==> config.mk <==
export PLATFORM = sky130hd
export DESIGN_NAME = disparity_select
export DESIGN_NICKNAME = d
export VERILOG_FILES = /design/src/rtl/stereo_pkg.sv /design/src/rtl/disparity_select_min_tracker.sv /design/src/rtl/disparity_select.sv
export SDC_FILE = /design/constraint.sdc
export NUM_CORES = 1
export LEC_CHECK = 0
export CAP_MARGIN = 40
export CORE_MARGIN = 3
export CORE_UTILIZATION = 50
export CTS_CLUSTER_SIZE = 10
export DETAILED_ROUTE_END_ITERATION = 10
export HOLD_SLACK_MARGIN = 0.1
export PLACE_DENSITY = 0.87
export SYNTH_ARGS = -nofsm -noshare
export SYNTH_HDL_FRONTEND = slang
export SYNTH_SLANG_ARGS = --single-unit
==> constraint.sdc <==
create_clock -name clk_100mhz -period 7.72 [get_ports clk_100mhz]
set_clock_uncertainty 0.05 [all_clocks]
set_input_delay 1.544 -clock clk_100mhz [delete_from_list [all_inputs] [get_ports clk_100mhz]]
set_output_delay 1.544 -clock clk_100mhz [all_outputs]
set_load 0.005 [all_outputs]
==> src/rtl/stereo_pkg.sv <==
// Shared stereo-pipeline constants and the disparity-select state type.
package stereo_pkg;
    localparam int SSD_WIDTH  = 22;
    localparam int DISP_WIDTH = 8;
    localparam int IMG_W      = 240;
    localparam int IMG_H      = 320;
    localparam int X_W        = $clog2(IMG_W);
    localparam int Y_W        = $clog2(IMG_H);
    localparam int ADDR_W     = $clog2(IMG_W * IMG_H);
    localparam logic [DISP_WIDTH-1:0] INVALID_DISP = 8'hFF;

    typedef enum logic {DS_IDLE, DS_ACCUM} ds_state_t;
endpackage

==> src/rtl/disparity_select_min_tracker.sv <==
// Running minimum of SSD scores across the candidates of one left pixel.
// o_nxt_* include the current beat, so the top can register a result on the last beat.
module min_tracker
    import stereo_pkg::*;
(
    input  logic                  clk,
    input  logic                  rst,
    input  logic                  i_start,
    input  logic                  i_beat,
    input  logic [SSD_WIDTH-1:0]  i_ssd,
    output logic [SSD_WIDTH-1:0]  o_nxt_ssd,
    output logic [DISP_WIDTH-1:0] o_nxt_disp
);
    localparam logic [DISP_WIDTH-1:0] CNT_MAX = '1;

    logic [SSD_WIDTH-1:0]  r_best_ssd;
    logic [DISP_WIDTH-1:0] r_best_disp;
    logic [DISP_WIDTH-1:0] r_cnt;
    logic [SSD_WIDTH-1:0]  w_ssd;
    logic [DISP_WIDTH-1:0] w_disp;
    logic [DISP_WIDTH-1:0] w_cnt;

    // A saturated counter no longer names a real offset, so it never wins.
    always_comb begin
        w_ssd  = r_best_ssd;
        w_disp = r_best_disp;
        w_cnt  = r_cnt;
        if (i_start) begin
            w_ssd  = i_ssd;
            w_disp = '0;
            w_cnt  = DISP_WIDTH'(1);
        end else if (i_beat && r_cnt != CNT_MAX) begin
            if (i_ssd < r_best_ssd) begin
                w_ssd  = i_ssd;
                w_disp = r_cnt;
            end
            w_cnt = r_cnt + 1'b1;
        end
    end

    always_ff @(posedge clk) begin
        if (rst) begin
            r_best_ssd  <= '1;
            r_best_disp <= '0;
            r_cnt       <= '0;
        end else begin
            r_best_ssd  <= w_ssd;
            r_best_disp <= w_disp;
            r_cnt       <= w_cnt;
        end
    end

    assign o_nxt_ssd  = w_ssd;
    assign o_nxt_disp = w_disp;
endmodule

==> src/rtl/disparity_select.sv <==
// Winner-take-all disparity selection: picks the min-SSD offset per pixel and
// writes it to the result BRAM one cycle after the last candidate.
module disparity_select
    import stereo_pkg::*;
#(
    parameter int                   X_LAST     = 235,
    parameter int                   Y_LAST     = 315,
    parameter logic [SSD_WIDTH-1:0] SSD_THRESH = '1
) (
    input  logic                  clk_100mhz,
    input  logic                  sys_rst,
    input  logic                  ssd_valid_in,
    input  logic [SSD_WIDTH-1:0]  ssd_in,
    input  logic                  ssd_first_in,
    input  logic                  ssd_last_in,
    input  logic [X_W-1:0]        left_x_in,
    input  logic [Y_W-1:0]        left_y_in,
    output logic                  result_we,
    output logic [ADDR_W-1:0]     result_addr,
    output logic [DISP_WIDTH-1:0] result_din,
    output logic                  disp_valid_out,
    output logic [DISP_WIDTH-1:0] disp_out,
    output logic                  frame_done_out,
    output logic                  seq_error_out
);
    ds_state_t             r_state, w_nxt_state;
    logic                  w_start, w_beat, w_emit, w_err;
    logic [X_W-1:0]        r_x, w_x;
    logic [Y_W-1:0]        r_y, w_y;
    logic [SSD_WIDTH-1:0]  w_best_ssd;
    logic [DISP_WIDTH-1:0] w_best_disp, w_disp;
    logic                  r_we, r_fd, r_err;
    logic [ADDR_W-1:0]     r_addr;
    logic [DISP_WIDTH-1:0] r_din;

    always_ff @(posedge clk_100mhz) begin
        if (sys_rst) r_state <= DS_IDLE;
        else         r_state <= w_nxt_state;
    end

    // A first beat always (re)starts a pixel; one seen mid-pixel is an error.
    always_comb begin
        w_nxt_state = r_state;
        w_start     = 1'b0;
        w_beat      = 1'b0;
        w_emit      = 1'b0;
        w_err       = 1'b0;
        if (ssd_valid_in) begin
            if (ssd_first_in) begin
                w_start     = 1'b1;
                w_err       = (r_state == DS_ACCUM);
                w_emit      = ssd_last_in;
                w_nxt_state = ssd_last_in ? DS_IDLE : DS_ACCUM;
            end else if (r_state == DS_ACCUM) begin
                w_beat = 1'b1;
                if (ssd_last_in) begin
                    w_emit      = 1'b1;
                    w_nxt_state = DS_IDLE;
                end
            end else begin
                w_err = 1'b1;
            end
        end
    end

    min_tracker u_min (
        .clk        (clk_100mhz),
        .rst        (sys_rst),
        .i_start    (w_start),
        .i_beat     (w_beat),
        .i_ssd      (ssd_in),
        .o_nxt_ssd  (w_best_ssd),
        .o_nxt_disp (w_best_disp)
    );

    assign w_x    = w_start ? left_x_in : r_x;
    assign w_y    = w_start ? left_y_in : r_y;
    assign w_disp = (w_best_ssd > SSD_THRESH) ? INVALID_DISP : w_best_disp;

    always_ff @(posedge clk_100mhz) begin
        if (sys_rst) begin
            r_x    <= '0;
            r_y    <= '0;
            r_we   <= 1'b0;
            r_fd   <= 1'b0;
            r_err  <= 1'b0;
            r_addr <= '0;
            r_din  <= '0;
        end else begin
            r_x   <= w_x;
            r_y   <= w_y;
            r_we  <= w_emit;
            r_fd  <= w_emit && (w_x == X_W'(X_LAST)) && (w_y == Y_W'(Y_LAST));
            r_err <= r_err | w_err;
            if (w_emit) begin
                r_addr <= ADDR_W'(IMG_W) * ADDR_W'(w_y) + ADDR_W'(w_x);
                r_din  <= w_disp;
            end
        end
    end

    assign result_we      = r_we;
    assign disp_valid_out = r_we;
    assign result_addr    = r_addr;
    assign result_din     = r_din;
    assign disp_out       = r_din;
    assign frame_done_out = r_fd;
    assign seq_error_out  = r_err;
endmodule

After elaboration in Yosys (flattened, before gate mapping)
Cells that the tools add are included.
{"block": "totals", "inputBits": 44, "wordCells": 52, "out_inout_bits": 37, "register_bits": 84}
{"block": "classes", "n_eq_ne": 3, "n_reduce_logical": 5, "n_bitwise": 1, "addsub": 2, "order_cmp": 2, "n_mul": 1, "n_mux": 26}
{"cell": "$mux W22", "n": 3}
{"cell": "$mux W8", "n": 5}
{"cell": "$gt A22 B22 Y1 const B", "n": 1}
{"cell": "$lt A22 B22 Y1", "n": 1}
{"cell": "$add A17 B8 Y17", "n": 1}
{"cell": "$mux W1", "n": 17}
{"cell": "$mul A4 B9 Y13 const A", "n": 1}
{"cell": "$eq A9 B9 Y1 const B", "n": 1}
{"cell": "$mux W9", "n": 1}
{"cell": "$add A8 B1 Y8 const B", "n": 1}
{"cell": "$eq A8 B8 Y1 const B", "n": 1}
{"cell": "$ne A8 B8 Y1 const B", "n": 1}
{"cell": "$logic_and A1 B1 Y1", "n": 3}
{"cell": "$reduce_bool A2 Y1", "n": 1}
{"cell": "$reduce_or A2 Y1", "n": 1}
{"cell": "$or A1 B1 Y1", "n": 1}

Longest topological paths before layout
Gate-level depths: netlist of the first run.
{"block": "depth", "word_depth": 8, "depth_mapped": 20, "ltp_nobuf": 18}

Hierarchy
Synthesis of the first run repeated with hierarchy kept, for this count alone.
{"block": "unflattened", "cells_unflattened": 652, "hier_area_um2": 5545.3}
{"mod": "disparity_select", "instances": 1, "cells_per_inst": 387, "area_each_um2": 3248.1, "seq_area_each_um2": 920.9}
{"mod": "min_tracker", "instances": 1, "cells_per_inst": 265, "area_each_um2": 2297.2, "seq_area_each_um2": 760.7}

Worst setup path after synthesis of the first run
Ideal clock, no wire load.
{"block": "synth_path", "path_type": "input to register", "startpoint": "input ssd_valid_in", "endpoint": "register r_addr[16] (netlist: result_addr[16])", "arrival_time_ps": 5914, "t_required_ps": 7591, "path_slack_ps": 1676, "n_path_buf": 2, "setup_time_ps": 79, "cell_stages": 19, "path_cell_list": "buf_2 > nand2_1 > buf_1 > mux2_2 > ha_1 > ha_1 > ha_1 > xnor2_1 > inv_1 > fa_1 > inv_1 > ha_1 > a21o_1 > a31oi_1 > nor4b_4 > nand3_4 > nor4_2 > xnor2_1 > a211oi_2"}
{"block": "synth_between", "elab_chain_len": 4, "word_cells_on_any_way": 6, "cone_classes": "add/sub (1); mul (1); mux (4)"}
{"element": "start, declared", "line": "disparity_select.sv:12", "rtl": "input logic ssd_valid_in,"}
{"element": "$mux W1", "line": "disparity_select.sv:48", "rtl": "if (ssd_valid_in) begin"}
{"element": "$mux W9", "line": "disparity_select.sv:77", "rtl": "assign w_y = w_start ? left_y_in : r_y;"}
{"element": "via w_y[0]", "line": "disparity_select.sv:29", "rtl": "logic [Y_W-1:0] r_y, w_y;"}
{"element": "$mul A4 B9 Y13", "line": "disparity_select.sv:96", "rtl": "r_addr <= ADDR_W'(IMG_W) * ADDR_W'(w_y) + ADDR_W'(w_x);"}
{"element": "$add A17 B8 Y17", "line": "disparity_select.sv:96"}
{"element": "end signal, assigned", "line": "disparity_select.sv:96"}
{"element": "end, declared", "line": "disparity_select.sv:33", "rtl": "logic [ADDR_W-1:0] r_addr;"}
The timed path passes the listed nets, and every way through them passes these cells.
A chain may end at the register's enable or synchronous reset.

Worst setup path after layout of the first run
Same ends and word-level chain as after synthesis.

==> out/summary.txt, run 1 <==
Die Span Y: 105 um
Sink Count: 84
core area: 9370 um2
status: complete, no violations
Hold WC Path Type: register to register
worst flop-to-flop path endpoint: result_addr[16]$_SDFFE_PP0P_
initial antenna violation count: 1
drt total wl: 10,400 um
simple-gate share of the synthesized area: 16.5%
CP endpoint kind: register
hold buffers post-CTS: 0
Hold EP: result_addr[8]$_SDFFE_PP0P_
IO Count: 81
placer's final routability congestion estimate: 0.822
Seq/Total Area, Yosys: 34.4%
Max-Cap Viols: 0
Pint: 0.000811 W
Reg-to-Reg Start: r_y[1]$_SDFF_PP0_
Synth area leader: dfxtp_1
Hold Fails Final Rpt: 0
vias in the first global route: 3,930
Layout area overhead: 22.8%
clock share of power: 30.0%
Post-Synthesis Cell Area: 4880 um2
CTS HTree Levels: 3
share of the synthesized area in the top cell type: 34.4%
combinational share of power: 30.8%
CTS clk-pin slew, worst paths: 0.08 ns
Fmax: 0.154 GHz
Final Max Slew Viols: 0
die span in x: 105 um
die area: 11,000 um2
Final period util: 84.3%
TritonCTS Buffers: 9
reg2reg path depth: 17
Fin Setup TNS: 0 ns
flop-to-flop setup slack: 3.35 ns
Syn Inst Count: 547
TritonCTS clock tree: built
WP data required: 7.94 ns
Post-synth EDFFs: 0
Slew headroom: 49.7%
Net Sw Frac: 31.2%
final-stage net count: 715
row count: 35
clock buffer depth: 2
Skew-Pair Late Insertion Delay: 0.36 ns
minimum clock period: 6.51 ns
Pleak: 2.67 nW
Hold Startpoint: result_addr[8]$_SDFFE_PP0P_
vias per cell: 5.35
first-pass GRT wire length: 18,000 um
Syn Area/Cell: 8.93 um2
worst slack, placed: 0.850 ns
routed len/inst: 13.9 um
FFs w/ async S/R, synth: 0%
RSZ-0062 raised after global routing: false
first drt pass iteration count: 5
DRT antenna net count: 0
Max rail drop VDD: 0.101 mV
worst slew pin tran: 0.733 ns
gr usage total: 19.6%
Startpoint Class: primary input
post-CTS setup buffer count: 0
I/O Buffers: 80
DP HPWL: 7980 um
largest family of logic cells by synthesized area: simple AND/OR/NAND/NOR gates
Synth Area in Adders: 15.7%
Seq pwr share: 39.1%
Critical Path AT: 6.73 ns
antenna fix cells: 0
Ys Warns: 0
share of layout cells above drive strength 1: 5.97%
P_sw: 0.000369 W
GR Overflow Total: 0
cts repair resizes: 0
count of state elements after synthesis: 84
portion of netlist area occupied by mux cells: 5.43%
Yosys cell types: 61
main area contributors after synthesis: dfxtp_1, ha_1, nor2_1
initial core utilization: 52.1%
drt drc: 0
XOR/XNOR share of the synthesized area: 4.66%
Final WS setup: 1.21 ns
fillers: 800
Crit Path Category: primary input to register
pin count of the biggest net entering global routing: 63
Max FO, Critical Path: 14
commonest register cell after synthesis: dfxtp_1
Setup violations, final: 0
Initial DRC Count: 130
hold path depth: 2
CTS Root Cell: clkbuf_8
vias: 4,010
area fraction in compound gates after synthesis: 16.2%
Power Density: 197 nW/um2
Mapped Nets: 647
logic make-up (layout without fill, tap and decap cells):
family | after synthesis | count (layout)
flops | 84 | 84
mux | 26 | 26
buf+inv | 81 | 154
fa+ha+maj | 56 | 56
simple gates | 163 | 163
compound gates | 111 | 111
xor+xnor | 26 | 26
stage by stage:
stage | total power, W | instances | hold slack, ns | instance area (um2) | util (%)
2_1_floorplan | 0.000737 | 547 | 0.387 | 4880 | -
3_3_place_gp | 0.000817 | 732 | 0.395 | 5740 | 61.3
3_5_place_dp | 0.000835 | 733 | 0.401 | 5770 | 61.6
4_1_cts | 0.00119 | 749 | 0.414 | 5990 | 64.0
5_1_grt | 0.00126 | 749 | 0.434 | 5990 | 64.0
6_report | 0.00118 | 749 | 0.410 | 5990 | 64.0
critical path: stages:
cell             delay, ns
clkdlybuf4s50_1       0.63
nand2_1               0.46
mux2i_1               0.45
inv_1                 0.11
ha_1                  0.36
ha_1                  0.30
ha_1                  0.33
xnor2_1               0.24
inv_1                 0.08
fa_1                  0.47
inv_1                 0.04
ha_1                  0.34
a21o_1                0.15
a31oi_1               0.08
nor4b_4               0.34
nand3_4               0.13
nor4_2                0.34
xnor2_1               0.11
a211oi_2              0.22
power by group through the flow:
stage	sequential [W]	combinational, W	clock (W)
after floorplan	0.000471	0.000266	0
after global placement	0.000471	0.000346	0
after detailed placement	0.000472	0.000362	0
after CTS	0.000462	0.000364	0.000362
after global routing	0.000464	0.000412	0.000381
final	0.000462	0.000363	0.000354
how the worst max path moves through the flow:
stage	endpoint	cells past startpoint	slack [ns]	startpoint
after global routing	result_addr[16]$_SDFFE_PP0P_	19	0.75	ssd_valid_in
final	result_addr[16]$_SDFFE_PP0P_	19	1.21	ssd_valid_in
after detailed placement	result_addr[16]$_SDFFE_PP0P_	19	0.85	ssd_valid_in
after floorplan	result_addr[16]$_SDFFE_PP0P_	19	1.68	ssd_valid_in
after global placement	result_addr[16]$_SDFFE_PP0P_	19	1.06	ssd_valid_in
after CTS	result_addr[16]$_SDFFE_PP0P_	19	1.20	ssd_valid_in
flip-flops by register name (all words and copies together) (netlist names):
signal,flops
u_min.r_cnt,8
frame_done_out,1
u_min.r_best_ssd,22
disp_out,8
r_y,9
disp_valid_out,1
u_min.r_best_disp,8
result_addr,17
seq_error_out,1
r_state,1
r_x,8
cells in the mapped netlist, types with 2 or more instances:
master,number
a21oi_1,21
o21ai_1,3
dfxtp_1,84
and3b_1,2
nor3b_1,3
inv_1,51
nand4_1,6
xnor2_1,16
nand2_1,27
nand3_1,6
a31oi_1,2
buf_4,9
or3_1,3
xor2_1,10
nor2_1,81
ha_1,47
clkbuf_1,13
buf_2,5
mux2i_1,22
fa_1,9
o211ai_1,5
a211oi_2,2
mux2_2,4
nand2b_1,4
nor2b_1,7
and3_1,2
o21ai_0,16
o21a_1,3
nor3_1,6
buf_1,3
nor4_1,5
o211a_1,2
a211oi_1,13
a211o_1,22
a21o_1,7
layout make-up:
cell class	count	area, um2	area share [%]
tap	129	161	2.69
clock inverter	5	83.8	1.40
timing repair buffer	87	868	14.5
inverter	51	191	3.19
clock buffer	11	141	2.36
multi-input combinational	382	2870	47.8
sequential	84	1680	28.1
layer usage:
| metal | up-vias | global-route usage (%) | part of all wire (%) |
|---|---|---|---|
| met2 | 99 | 34.4 | 50 |
| met4 | 2 | 4.78 | 0.51 |
| met3 | 8 | 4.45 | 5.3 |
| met1 | 1886 | 24.4 | 44 |
| li1 | 2015 | - | - |
| met5 | - | 0 | 0.13 |
placed cells by master, fill, tap and decap left out, drive strengths merged, types with 3 or more instances in the layout:
| cell | n |
|---|---|
| xor2 | 10 |
| mux2 | 4 |
| inv | 52 |
| nor4 | 6 |
| a211oi | 15 |
| fa | 9 |
| xnor2 | 16 |
| nor2b | 7 |
| nand3 | 7 |
| a21o | 7 |
| nand4 | 7 |
| clkbuf | 11 |
| o21ai | 20 |
| nor2 | 81 |
| mux2i | 22 |
| nand2b | 4 |
| buf | 8 |
| a21oi | 21 |
| ha | 47 |
| a211o | 22 |
| nor3 | 6 |
| clkdlybuf4s50 | 79 |
| dfxtp | 84 |
| o211ai | 5 |
| nor3b | 3 |
| or3 | 3 |
| o21a | 3 |
| nand2 | 27 |
No activity file was read; power rests on OpenSTA's default activity.
==> run 2: changes to the inputs <==
--- a/config.mk
+++ b/config.mk
@@ -7,11 +7,11 @@
 export LEC_CHECK = 0
 export CAP_MARGIN = 40
 export CORE_MARGIN = 3
-export CORE_UTILIZATION = 50
+export CORE_UTILIZATION = 49
 export CTS_CLUSTER_SIZE = 10
 export DETAILED_ROUTE_END_ITERATION = 10
 export HOLD_SLACK_MARGIN = 0.1
-export PLACE_DENSITY = 0.87
+export PLACE_DENSITY = 0.88
 export SYNTH_ARGS = -nofsm -noshare
 export SYNTH_HDL_FRONTEND = slang
 export SYNTH_SLANG_ARGS = --single-unit
==> constraint.sdc (replaced) <==
create_clock -name clk_100mhz -period 5.8 [get_ports clk_100mhz]
set_clock_uncertainty 0.05 [all_clocks]
set_input_delay 1.16 -clock clk_100mhz [delete_from_list [all_inputs] [get_ports clk_100mhz]]
set_output_delay 1.16 -clock clk_100mhz [all_outputs]
set_load 0.005 [all_outputs]
==> run 2 against run 1 <==
Critical path depth stayed put. Register-to-register slack worse by 1.9 ns. Flip-flop and latch count stayed put. Sequential power is 33% higher. Combinational power is 37% higher. Worst hold slack worse by 0.00092 ns. Power is 31% higher. Die area is 1.9% higher. Core utilization is 0.14 points higher. Count of clock-buffer cells in the layout is 2 lower. Sequential share of layout area is 0.32 points lower. Clock power is 23% higher.
==> out/summary.txt, run 2 (synthesis results as in run 1) <==
status: complete, no violations (unchanged)
Crit Path Category: primary input to register (unchanged)
Slew headroom: 51.9% (was 49.7%)
first-pass GRT wire length: 18,000 um (about the same)
Pleak: 2.72 nW (was 2.67 nW)
Power, Total: 0.00155 W (was 0.00118 W)
Hold Fails Final Rpt: 0 (unchanged)
Die Span Y: 106 um (was 105 um)
CTS Root Cell: clkbuf_8 (unchanged)
Hold WC Path Type: register to register (unchanged)
Max-Cap Viols: 0 (unchanged)
max reg flops: 22 (unchanged)
DR top layer: met4 (was met5)
IO Count: 81 (unchanged)
drt drc: 0 (unchanged)
Max FO, Critical Path: 4 (was 14)
placer's final routability congestion estimate: 0.861 (was 0.822)
WP data required: 6.02 ns (was 7.94 ns)
GR Overflow Total: 0 (unchanged)
routed len/inst: 14.2 um (was 13.9 um)
Reg-to-Reg Start: r_y[1]$_SDFF_PP0_ (unchanged)
metal3 WL: 528 um (was 551 um)
core area: 9460 um2 (was 9370 um2)
gr usage total: 19.3% (was 19.6%)
flop-to-flop setup slack: 1.50 ns (was 3.35 ns)
commonest non-fill, non-tap cell in the layout: dfxtp_1 (unchanged)
wire length on met2: 5350 um (was 5190 um)
Power Density: 255 nW/um2 (was 197 nW/um2)
Final Max Slew Viols: 0 (unchanged)
Post-Route Utilization: 64.1% (was 64.0%)
WL met1: 4600 um (was 4580 um)
Layout area overhead: 24.2% (was 22.8%)
vias: 4,085 (was 4,010)
Fmax: 0.183 GHz
minimum clock period: 5.48 ns
die span in x: 106 um (was 105 um)
worst flop-to-flop path endpoint: result_addr[16]$_SDFFE_PP0P_ (unchanged)
most frequent cells in the layout: dfxtp_1, nor2_1, clkdlybuf4s50_1, inv_1, ha_1 (unchanged)
DP HPWL: 8150 um (was 7980 um)
clock buffer depth: 2 (unchanged)
largest register by flop count: u_min.r_best_ssd (unchanged)
Sink Count: 84 (unchanged)
post-CTS setup buffer count: 0 (unchanged)
die area: 11,200 um2 (was 11,000 um2)
share of layout cells above drive strength 1: 7.94% (was 5.97%)
worst slew pin tran: 0.721 ns (was 0.733 ns)
Critical Path AT: 5.69 ns (was 6.73 ns)
vias per cell: 5.38 (was 5.35)
RSZ-0062 raised after global routing: false (unchanged)
DRT antenna net count: 0 (unchanged)
reg2reg path depth: 17 (unchanged)
Skew-Pair Late Insertion Delay: 0.36 ns (about the same)
CP endpoint: result_addr[16]$_SDFFE_PP0P_ (unchanged)
CTS clk-pin slew, worst paths: 0.09 ns (was 0.08 ns)
TritonCTS clock tree: built (unchanged)
Setup violations, final: 0 (unchanged)
CTS HTree Levels: 3 (unchanged)
Fin Setup TNS: 0 ns (unchanged)
vias in the first global route: 4,082 (was 3,930)
I/O Buffers: 80 (unchanged)
drt total wl: 10,700 um (was 10,400 um)
Max rail drop VDD: 0.119 mV (was 0.101 mV)
first drt pass iteration count: 6 (was 5)
CP endpoint kind: register (unchanged)
initial antenna violation count: 0 (was 1)
row count: 35 (unchanged)
TritonCTS Buffers: 9 (unchanged)
Startpoint Class: primary input (unchanged)
antenna fix cells: 0 (unchanged)
initial core utilization: 51.6% (was 52.1%)
Initial DRC Count: 178 (was 130)
pin count of the biggest net entering global routing: 63 (unchanged)
Worst Setup SP: ssd_first_in (was ssd_valid_in)
final-stage net count: 725 (was 715)
Final period util: 94.4%
cts repair resizes: 0 (unchanged)
hold buffers post-CTS: 0 (unchanged)
run 2: critical path, stage by stage:
cell and delay, ns:
clkdlybuf4s50_1 0.44, nand2_2 0.15, mux2i_1 0.26, inv_1 0.10, ha_1 0.34, ha_1 0.33, ha_1 0.38, xnor2_2 0.21
inv_1 0.07, fa_1 0.48, inv_1 0.04, ha_1 0.33, a21o_1 0.15, a31oi_1 0.08, nor4b_4 0.38, nand3_4 0.13
nor4_2 0.32, xnor2_1 0.11, a211oi_2 0.22
run 2: layout make-up:
cell class / instances / area, um2
flip-flops and latches: 84 / 1680
clock inverters: 7 / 81.3
well taps: 129 / 161
clock buffers: 9 / 124
fillers: 754 / 3400
inverters: 51 / 191
repair buffers: 97 / 947
multi-input cells: 382 / 2880
run 2: worst min path at each step:
stage,startpoint,endpoint,cells after the start
2_1_floorplan,u_min.r_best_ssd[0]$_SDFF_PP1_,u_min.r_best_ssd[0]$_SDFF_PP1_,1
3_3_place_gp,result_addr[7]$_SDFFE_PP0P_,result_addr[7]$_SDFFE_PP0P_,2
3_5_place_dp,result_addr[7]$_SDFFE_PP0P_,result_addr[7]$_SDFFE_PP0P_,2
4_1_cts,result_addr[8]$_SDFFE_PP0P_,result_addr[8]$_SDFFE_PP0P_,2
5_1_grt,result_addr[7]$_SDFFE_PP0P_,result_addr[7]$_SDFFE_PP0P_,2
6_report,result_addr[7]$_SDFFE_PP0P_,result_addr[7]$_SDFFE_PP0P_,2
run 2: stage by stage:
stage	hold slack, ns	area [um2]	worst slack (ns)	instances
2_1_floorplan	0.387	4880	0.140	547
3_3_place_gp	0.396	5820	0.174	742
3_5_place_dp	0.400	5840	-0.00954	743
4_1_cts	0.413	6050	0.304	759
5_1_grt	0.430	6060	0.0547	759
6_report	0.409	6060	0.325	759
run 2: metal layers:
layer,up-vias,global-route usage (%)
met1,1912,22.1
met3,25,4.59
met2,113,35.1
met4,0,6.38
met5,-,0
li1,2035,-
run 2: power breakdown:
part           leakage (nW)  switching (W)  internal [W]
Sequential            0.687      0.0000108      0.000604
Clock                 0.101       0.000230      0.000205
Combinational          1.93       0.000271      0.000228
Total                  2.72       0.000511       0.00104
